===== config.mk =====
export PLATFORM = sky130hd
export DESIGN_NAME = product_ecc_arbiter
export DESIGN_NICKNAME = d
export VERILOG_FILES = /design/src/rtl/product_ecc_pkg.sv /design/src/rtl/product_ecc_arbiter_rr_arbiter.sv /design/src/rtl/product_ecc_arbiter.sv
export SDC_FILE = /design/constraint.sdc
export NUM_CORES = 1
export LEC_CHECK = 0
export ABC_CLOCK_PERIOD_IN_PS = 4250
export CORE_AREA = 2 2 219 221
export DETAILED_ROUTE_END_ITERATION = 8
export DIE_AREA = 0 0 221 223
export PLACE_DENSITY = 0.53
export SYNTH_ARGS = -nofsm -noshare
export SYNTH_HDL_FRONTEND = slang
export SYNTH_SLANG_ARGS = --single-unit

===== constraint.sdc =====
create_clock -name clk -period 4.25 [get_ports clk]
set_input_delay 0.6375 -clock clk [delete_from_list [all_inputs] [get_ports clk]]
set_output_delay 0.6375 -clock clk [all_outputs]
set_load 0.03 [all_outputs]

===== src/rtl/product_ecc_pkg.sv =====
// Shared constants and FSM encoding for the product-code ECC arbiter.
package product_ecc_pkg;

  localparam int ECC_CW_WIDTH = 64;

  localparam logic OP_ENCODE = 1'b0;
  localparam logic OP_DECODE = 1'b1;

  typedef enum logic [1:0] {
    ST_IDLE    = 2'd0,
    ST_ISSUE   = 2'd1,
    ST_CAPTURE = 2'd2,
    ST_RESP    = 2'd3
  } state_t;

endpackage


===== src/rtl/product_ecc_arbiter_rr_arbiter.sv =====
// Combinational round-robin arbiter: picks the first active request
// after the pointer position, wrapping around, and reports it one-hot.
module rr_arbiter #(
  parameter int NUM_REQ = 4,
  parameter int ID_W    = (NUM_REQ > 1) ? $clog2(NUM_REQ) : 1
) (
  input  logic [NUM_REQ-1:0] req,
  input  logic [ID_W-1:0]    ptr,
  output logic [NUM_REQ-1:0] grant,
  output logic [ID_W-1:0]    grant_id,
  output logic               found
);

  logic [ID_W-1:0] idx;

  // Scan ptr+1, ptr+2, ... ptr+NUM_REQ (mod NUM_REQ); first hit wins
  always_comb begin
    grant    = '0;
    grant_id = '0;
    found    = 1'b0;
    idx      = '0;
    for (int k = 1; k <= NUM_REQ; k++) begin
      idx = ID_W'((int'(ptr) + k) % NUM_REQ);
      if (!found && req[idx]) begin
        grant[idx] = 1'b1;
        grant_id   = idx;
        found      = 1'b1;
      end
    end
  end

endmodule


===== src/rtl/product_ecc_arbiter.sv =====
// Shares one product-code ECC engine between NUM_REQ requesters: round-robin
// grant, one-cycle engine strobe, result capture into a valid/ready response,
// and saturating error statistics for decode jobs.
module product_ecc_arbiter
  import product_ecc_pkg::*;
#(
  parameter int NUM_REQ    = 4,
  parameter int DATA_WIDTH = 8,
  parameter int CNT_WIDTH  = 16
) (
  input  logic                               clk,
  input  logic                               rst,
  input  logic [NUM_REQ-1:0]                 req_valid,
  output logic [NUM_REQ-1:0]                 req_ready,
  input  logic [NUM_REQ-1:0]                 req_op,
  input  logic [NUM_REQ*DATA_WIDTH-1:0]      req_data,
  input  logic [NUM_REQ*ECC_CW_WIDTH-1:0]    req_codeword,
  output logic                               rsp_valid,
  input  logic                               rsp_ready,
  output logic [$clog2(NUM_REQ)-1:0]         rsp_id,
  output logic                               rsp_op,
  output logic [DATA_WIDTH-1:0]              rsp_data,
  output logic [ECC_CW_WIDTH-1:0]            rsp_codeword,
  output logic                               rsp_err_det,
  output logic                               rsp_err_cor,
  output logic                               rsp_fault,
  output logic                               eng_encode_en,
  output logic                               eng_decode_en,
  output logic [DATA_WIDTH-1:0]              eng_data_in,
  output logic [ECC_CW_WIDTH-1:0]            eng_codeword_in,
  input  logic [ECC_CW_WIDTH-1:0]            eng_codeword_out,
  input  logic [DATA_WIDTH-1:0]              eng_data_out,
  input  logic                               eng_error_detected,
  input  logic                               eng_error_corrected,
  input  logic                               eng_valid_out,
  input  logic                               stat_clr,
  output logic [CNT_WIDTH-1:0]               det_count,
  output logic [CNT_WIDTH-1:0]               cor_count
);

  localparam int ID_W = $clog2(NUM_REQ);

  state_t                    state, nxt_state;
  logic [ID_W-1:0]           ptr;
  logic [ID_W-1:0]           grant_id;
  logic [NUM_REQ-1:0]        grant;
  logic                      grant_found;
  logic                      sel_op;
  logic [DATA_WIDTH-1:0]     sel_data;
  logic [ECC_CW_WIDTH-1:0]   sel_cw;
  logic                      lat_op;
  logic [DATA_WIDTH-1:0]     lat_data;
  logic [ECC_CW_WIDTH-1:0]   lat_cw;
  logic                      is_dec;

  function automatic logic [CNT_WIDTH-1:0] sat_inc(input logic [CNT_WIDTH-1:0] v);
    return (&v) ? v : v + 1'b1;
  endfunction

  rr_arbiter #(.NUM_REQ(NUM_REQ), .ID_W(ID_W)) u_rr (
    .req      (req_valid),
    .ptr      (ptr),
    .grant    (grant),
    .grant_id (grant_id),
    .found    (grant_found)
  );

  // Accept is only offered while idle; the arbiter output is already one-hot
  assign req_ready       = (state == ST_IDLE) ? grant : '0;
  assign rsp_valid       = (state == ST_RESP);
  assign rsp_op          = lat_op;
  assign eng_data_in     = lat_data;
  assign eng_codeword_in = lat_cw;
  assign is_dec          = (lat_op == OP_DECODE);

  // Operand mux for the granted requester
  always_comb begin
    sel_op   = 1'b0;
    sel_data = '0;
    sel_cw   = '0;
    for (int i = 0; i < NUM_REQ; i++) begin
      if (grant[i]) begin
        sel_op   = req_op[i];
        sel_data = req_data[i*DATA_WIDTH +: DATA_WIDTH];
        sel_cw   = req_codeword[i*ECC_CW_WIDTH +: ECC_CW_WIDTH];
      end
    end
  end

  // FSM state register
  always_ff @(posedge clk) begin
    if (rst) state <= ST_IDLE;
    else     state <= nxt_state;
  end

  // FSM next-state: IDLE -> ISSUE -> CAPTURE -> RESP -> IDLE
  always_comb begin
    nxt_state = state;
    unique case (state)
      ST_IDLE:    if (grant_found) nxt_state = ST_ISSUE;
      ST_ISSUE:   nxt_state = ST_CAPTURE;
      ST_CAPTURE: nxt_state = ST_RESP;
      ST_RESP:    if (rsp_ready) nxt_state = ST_IDLE;
      default:    nxt_state = ST_IDLE;
    endcase
  end

  // Grant: latch operands and pointer, raise the engine strobe for the ISSUE cycle
  always_ff @(posedge clk) begin
    if (rst) begin
      ptr           <= ID_W'(NUM_REQ - 1);
      rsp_id        <= '0;
      lat_op        <= 1'b0;
      lat_data      <= '0;
      lat_cw        <= '0;
      eng_encode_en <= 1'b0;
      eng_decode_en <= 1'b0;
    end else begin
      eng_encode_en <= 1'b0;
      eng_decode_en <= 1'b0;
      if (state == ST_IDLE && grant_found) begin
        ptr           <= grant_id;
        rsp_id        <= grant_id;
        lat_op        <= sel_op;
        lat_data      <= sel_data;
        lat_cw        <= sel_cw;
        eng_encode_en <= (sel_op == OP_ENCODE);
        eng_decode_en <= (sel_op == OP_DECODE);
      end
    end
  end

  // Capture: engine outputs registered on the ISSUE edge are stable here
  always_ff @(posedge clk) begin
    if (rst) begin
      rsp_data     <= '0;
      rsp_codeword <= '0;
      rsp_err_det  <= 1'b0;
      rsp_err_cor  <= 1'b0;
      rsp_fault    <= 1'b0;
    end else if (state == ST_CAPTURE) begin
      rsp_data     <= is_dec ? eng_data_out : '0;
      rsp_codeword <= is_dec ? '0 : eng_codeword_out;
      rsp_err_det  <= is_dec & eng_error_detected;
      rsp_err_cor  <= is_dec & eng_error_corrected;
      rsp_fault    <= ~is_dec & ~eng_valid_out;
    end
  end

  // Error statistics: decode-only, saturating, clear has priority
  always_ff @(posedge clk) begin
    if (rst || stat_clr) begin
      det_count <= '0;
      cor_count <= '0;
    end else if (state == ST_CAPTURE && is_dec) begin
      if (eng_error_detected)  det_count <= sat_inc(det_count);
      if (eng_error_corrected) cor_count <= sat_inc(cor_count);
    end
  end

endmodule


**Word level (Yosys, flattened, before mapping)**

Index checks and enable logic that the tools add are counted.

- Bits in registers: 188
- Bits of input ports: 375
- Output and inout bits: 189
- Logic and storage cells: 112

- $add $sub $neg: 6
- Order comparisons: 8
- Eq/ne operators: 5
- Mux-type cells: 46
- Bitwise logic cells: 12
- Reduce and logical (&&, ||, !) cells: 20

Operators with widths:

| cell | number |
|---|---|
| 2-to-1 mux 64 bit | 5 |
| 2-to-1 mux 8 bit | 5 |
| adder 16 x 1 -> 16 bit (second input constant) | 2 |
| AND reduction 16 bit | 2 |
| 2-to-1 mux 4 bit | 5 |
| 2-to-1 mux 1 bit | 16 |
| less-than comparator 2 x 3 -> 1 bit (second input constant) | 4 |
| 2-to-1 mux 2 bit | 6 |
| OR 4 bit | 3 |
| logical AND 1 bit | 9 |
| binary-select mux 1 bit (select 2 bit) | 4 |
| demux 1 bit (select 2 bit) | 4 |
| >= comparator 2 x 1 -> 1 bit (second input constant) | 4 |
| case mux 2 bit (4 select lines) | 1 |
| NOT 1 bit | 6 |
| AND reduction 3 bit | 2 |
| adder 2 x 1 -> 2 bit (second input constant) | 2 |
| adder 2 bit (second input constant) | 2 |
| equality test 2 bit (second input constant) | 2 |
| bitwise AND 1 bit | 3 |
| logical NOT 1 bit | 3 |
| equality test 2 x 1 -> 1 bit (second input constant) | 1 |
| logical NOT 2 bit | 1 |
| inequality test 2 x 1 -> 1 bit (second input constant) | 1 |
| other kinds (4) | 4 |

**Depth between registers and ports, before layout**

- Depth in word-level cells: 18
- Mapped depth: 15
- Depth with buffers taken out: 9

**Modules after synthesis**

A second synthesis with hierarchy kept.

- Cell total of the unflattened synthesis: 1147
- Area, all modules: 9484.1 um^2

Modules (own cells, without submodules):

| module | instances | cells each | area an instance (um^2) | sequential area each (um^2) |
|---|---|---|---|---|
| product_ecc_arbiter | 1 | 1079 | 8958.6 | 3763.6 |
| rr_arbiter | 1 | 68 | 525.5 | 0.0 |

**Least setup slack after synthesis**

OpenSTA, ideal clock, no wires.

- Path type: register -> output
- Start: register ptr[0]
- End: output req_ready[1]
- Arrival time: 2.946 ns
- Data required time: 3.612 ns
- Path slack: 0.667 ns
- Stages on the path, launching flop included: 14
- Buffers on the path: 6
- Cell sequence: dfxtp_1 -> buf_6 -> buf_2 -> inv_1 -> ha_1 -> clkbuf_1 -> mux4_2 -> buf_6 -> a31o_4 -> a221oi_4 -> o2bb2ai_1 -> buf_2 -> buf_2 -> and2_1

- Cells in the longest elaborated chain, start to end: 14
- Elaborated cells on any way between the ends: 49
- Classes of those cells: 4 x add/sub; 8 x order compare; 24 x mux; 3 x bitwise; 10 x reduce/logical

RTL lines:

| item | RTL line | text |
|---|---|---|
| start: declaration | product_ecc_arbiter.sv:44 | `logic [ID_W-1:0] ptr;` |
| start signal: assignment | product_ecc_arbiter.sv:111 | `ptr <= ID_W'(NUM_REQ - 1);` |
| start signal: assignment | product_ecc_arbiter.sv:122 | `ptr <= grant_id;` |
| parallel branches: the longest is 12 deep, another holds less-than comparator 2 x 3 -> 1 bit | n/a |  |
| 2-to-1 mux 4 bit (*) | product_ecc_arbiter_rr_arbiter.sv:24 | `if (!found && req[idx]) begin` |
| 2-to-1 mux 4 bit (*) | product_ecc_arbiter.sv:69 | `assign req_ready = (state == ST_IDLE) ? grant : '0;` |
| end: declaration | product_ecc_arbiter.sv:14 | `output logic [NUM_REQ-1:0] req_ready,` |

Mark *: on every way between the ends. The select of a mux whose other input is x is not followed.

**Worst setup path after layout**

- Start: input req_valid[2]
- End: output req_ready[3]

- Cells in the longest elaborated chain, start to end: 13
- Elaborated cells on any way between the ends: 25
- Classes of those cells: 16 x mux; 3 x bitwise; 6 x reduce/logical

RTL lines:

| item | RTL line | text |
|---|---|---|
| start: declaration | product_ecc_arbiter.sv:13 | `input logic [NUM_REQ-1:0] req_valid,` |
| binary-select mux 1 bit (select 2 bit) | product_ecc_arbiter_rr_arbiter.sv:24 |  |
| 2-to-1 mux 1 bit (implied by the code) | product_ecc_arbiter_rr_arbiter.sv:24 |  |
| 2-to-1 mux 1 bit | product_ecc_arbiter_rr_arbiter.sv:24 |  |
| logical NOT 1 bit | product_ecc_arbiter_rr_arbiter.sv:24 |  |
| logical AND 1 bit | product_ecc_arbiter_rr_arbiter.sv:24 |  |
| 2-to-1 mux 1 bit | product_ecc_arbiter_rr_arbiter.sv:24 |  |
| logical NOT 1 bit | product_ecc_arbiter_rr_arbiter.sv:24 |  |
| logical AND 1 bit | product_ecc_arbiter_rr_arbiter.sv:24 |  |
| 2-to-1 mux 1 bit | product_ecc_arbiter_rr_arbiter.sv:24 |  |
| logical NOT 1 bit | product_ecc_arbiter_rr_arbiter.sv:24 |  |
| logical AND 1 bit | product_ecc_arbiter_rr_arbiter.sv:24 |  |
| 2-to-1 mux 4 bit (*) | product_ecc_arbiter_rr_arbiter.sv:24 |  |
| 2-to-1 mux 4 bit (*) | product_ecc_arbiter.sv:69 |  |

Mark *: on every way between the ends. The rest lies on a longest branch, timed or not. The select of a mux whose other input is x is not followed.

==> results.cfg <==
[die]
die_h_um = 223
io_pins = 564
die_w_um = 221
die-area_mm2 = 0.0493
core-area_mm2 = 0.0471
num_rows = 80
start_util = 0.195

[logic_synthesis]
synthCells = 1097
syn_avg_cell_area_um2 = 8.38
synth_area_leaders = dfxtp_1, a21oi_1, o2bb2ai_1
synth_commonest_cells = dfxtp_1, a21oi_1, nor2_1, nand3_1, nor2b_1
synthArstFlopShare = 0
synth-edff-count = 0
ys_types = 58
netlist.area_leader.share = 0.410
ys_warn_count = 0
synth_top_area_cell = dfxtp_1
ys.flop_type = dfxtp_1
syn_area_mm2 = 0.00919
synth_fp_nets = 1486
synth_most_common_cell = dfxtp_1
synth_seq_cells = 188
ys_seq_area_frac = 0.410

[setup_path]
end_kind = primary output
cp_data_required_time_ns = 3.61
worst_ep_arrival_time_ns = 3.06
rrSetupSlack_ns = 1.10
path_buf_inv = 2
r2r_cells = 10
r2r-end = rsp_op$_SDFFE_PP0P_
crit_type = in2out
reg2reg_from = ptr[1]$_SDFFE_PP1P_
startpoint_type = input port
slowest_stage = clkdlybuf4s50_1
slowest_delay_ns = 0.62
crit_chain = clkdlybuf4s50_1 -> or3b_2 -> a2111o_1 -> nand2_2 -> a22oi_2 -> nor2b_1 -> buf_12
critical_path.max_fanout = 10
critPathTopFamily = simple AND/OR/NAND/NOR gates

[route]
drt_iter0_drc = 547
drtAntennaViolNets = 0
first_pass_iters = 5
wl_per_cell_um = 20.5
drt-total-wl_um = 46000
vias_per_cell = 4.67
num_vias = 10500
drc = 0

[clock_network]
cts_buffers = 17
clock_path_buffers = 2
clock_latency_ns = 0.49
h-tree-depth = 4
cts_root_buffer = clkbuf_16
cts_tree = built
cts_setup_buffers = 0
clkSinkCount = 188
clk_transition_reported_paths_ns = 0.08
ctsResizeCount = 0
ctsHoldBuffers = 0

[global_route]
grt-ovfl-total = 0
grt.total_usage = 0.183
first_global_vias = 10400
antenna_found_initial = 21
grt_start_max_net_pins = 78
grt_pass1_wl_um = 67800

[timing]
max_freq_mhz = 271
layout_min_cycle_time_ns = 3.69
hold_viol_final = 0
fin_skew_ns = 0.0132
max_slew_margin = 0.404
finalSetupTns_ns = 0
slew_violations = 0
setup_viol = 0
worst_pin_slew_ns = 0.880
rsz0062_at_grt = false
finalCritPeriodShare = 0.869

[placement]
placed_cells = 2200
post_dp_cell_area_mm2 = 0.0155
io_buffers = 563
gp_congestion = 0.877
hpwlAfterDp_um = 34500

[layout]
final_cell_area_mm2 = 0.0161
fin_cells = 2250
layout.nets = 1993
area_growth_pct = 75.6
fill_cells = 4976
drive_gt1_frac = 0.0501

[worst_hold_path]
worstHoldPathCells = 2
hp-start = rsp_id[0]$_SDFFE_PP0P_
hold_path_end = rsp_id[0]$_SDFFE_PP0P_
hold_path_class = reg2reg

[power_and_ir_drop]
p_per_area_mw_per_mm2 = 683
power.ir.vdd_worst_mv = 0.699
power.leakage_nw = 5.68

[flow_run]
cap_violations = 0

[status]
status = complete, no violations
where the power goes:
part	leakage [nW]	switching (W)	internal, W
Clock	0.290	0.000886	0.000850
Sequential	1.53	0.000194	0.00214
Combinational	3.85	0.00422	0.00273
Total	5.68	0.00530	0.00572
stage by stage:
stage | utilization | setup slack (ns) | hold WS, ns | power (W)
global placement | 0.328 | 0.615 | 0.448 | 0.00934
floorplan | - | 0.667 | 0.495 | 0.00684
global route | 0.342 | 0.443 | 0.506 | 0.0118
CTS | 0.341 | 0.529 | 0.480 | 0.0112
finish | 0.342 | 0.556 | 0.475 | 0.0110
detailed placement | 0.328 | 0.539 | 0.460 | 0.00940
routing by layer:
layer  routed length [um]  share of wire  global-route usage  vias to the layer above
met5                   34        0.00074                   0                        -
met4                 1820          0.039              0.0901                        6
met3                 4300          0.093              0.0761                       67
met2                22000           0.48               0.300                      468
met1                17900           0.39               0.204                     4966
li1                     -              -                   -                     5000
kinds of logic (layout without fill, tap and decap cells):
logic type,after synthesis,in the layout,share of synthesized area
AO/OA/AOI/OAI,398,398,0.280
AND/OR/NAND/NOR,355,355,0.194
flip-flops,188,188,0.410
buffers and inverters,102,622,0.0527
XOR/XNOR,29,29,0.0276
adder cells (fa/ha/maj),14,14,0.0191
multiplexers,11,11,0.0166
other,0,18,0
flip-flops by register name (all words and copies together) (netlist names):
| name | count |
|---|---|
| eng_codeword_in | 64 |
| rsp_codeword | 64 |
| cor_count | 16 |
| det_count | 16 |
| eng_data_in | 8 |
| rsp_data | 8 |
| ptr | 2 |
| rsp_id | 2 |
| state | 2 |
| eng_decode_en | 1 |
| eng_encode_en | 1 |
| rsp_err_cor | 1 |
| rsp_err_det | 1 |
| rsp_fault | 1 |
| rsp_op | 1 |
how the worst max path moves through the flow:
| stage | startpoint | to | depth (start not counted) |
|---|---|---|---|
| finish | req_valid[2] | req_ready[3] | 7 |
| global route | req_valid[2] | req_ready[3] | 7 |
| CTS | req_valid[2] | req_ready[3] | 7 |
| detailed placement | req_valid[2] | req_ready[3] | 7 |
| global placement | req_valid[2] | req_ready[3] | 7 |
| floorplan | ptr[0]$_SDFFE_PP1P_ | req_ready[1] | 13 |
area by class of cell:
type	instances	area, um2	share of cell area
Antenna cell	18	45.0	0.00279
Clock inverter	15	189	0.0117
Inverter	7	26.3	0.00163
Timing Repair Buffer	583	5900	0.365
Tap cell	615	769	0.0477
Sequential cell	188	3760	0.233
Clock buffer	17	425	0.0264
Multi-Input combinational cell	807	5020	0.311
placed cells by master (no fill, tap or decap), types with 5 or more instances in the layout:
cell	Yosys	layout
nand2b_1	6	6
o2bb2ai_1	74	72
clkbuf_16	0	17
a21oi_1	154	153
nor2_1	125	124
nor3_1	6	6
diode_2	0	18
inv_1	7	7
xnor2_1	8	8
clkdlybuf4s50_1	0	558
dfxtp_1	188	188
o21ai_0	6	6
nor2b_1	80	79
xor2_1	21	21
buf_12	0	10
ha_1	14	13
mux2i_1	7	7
nand2_1	19	18
nand3_1	84	84
and4_1	5	5
nand4_1	8	8
and3_1	5	5
buf_4	1	14
o21ai_1	71	71
a22oi_1	72	72
worst register-to-register path, delay by kind of cell, from the launching register on:
family / cells / cell delay, ns
AOI/OAI and AO/OA: 5 / 1.20
buffers and inverters: 2 / 0.52
muxes: 1 / 0.45
adders and majority gates: 1 / 0.43
DFF: 1 / 0.34
and+or+nand+nor: 1 / 0.13
(Power assumes the default switching activity.)
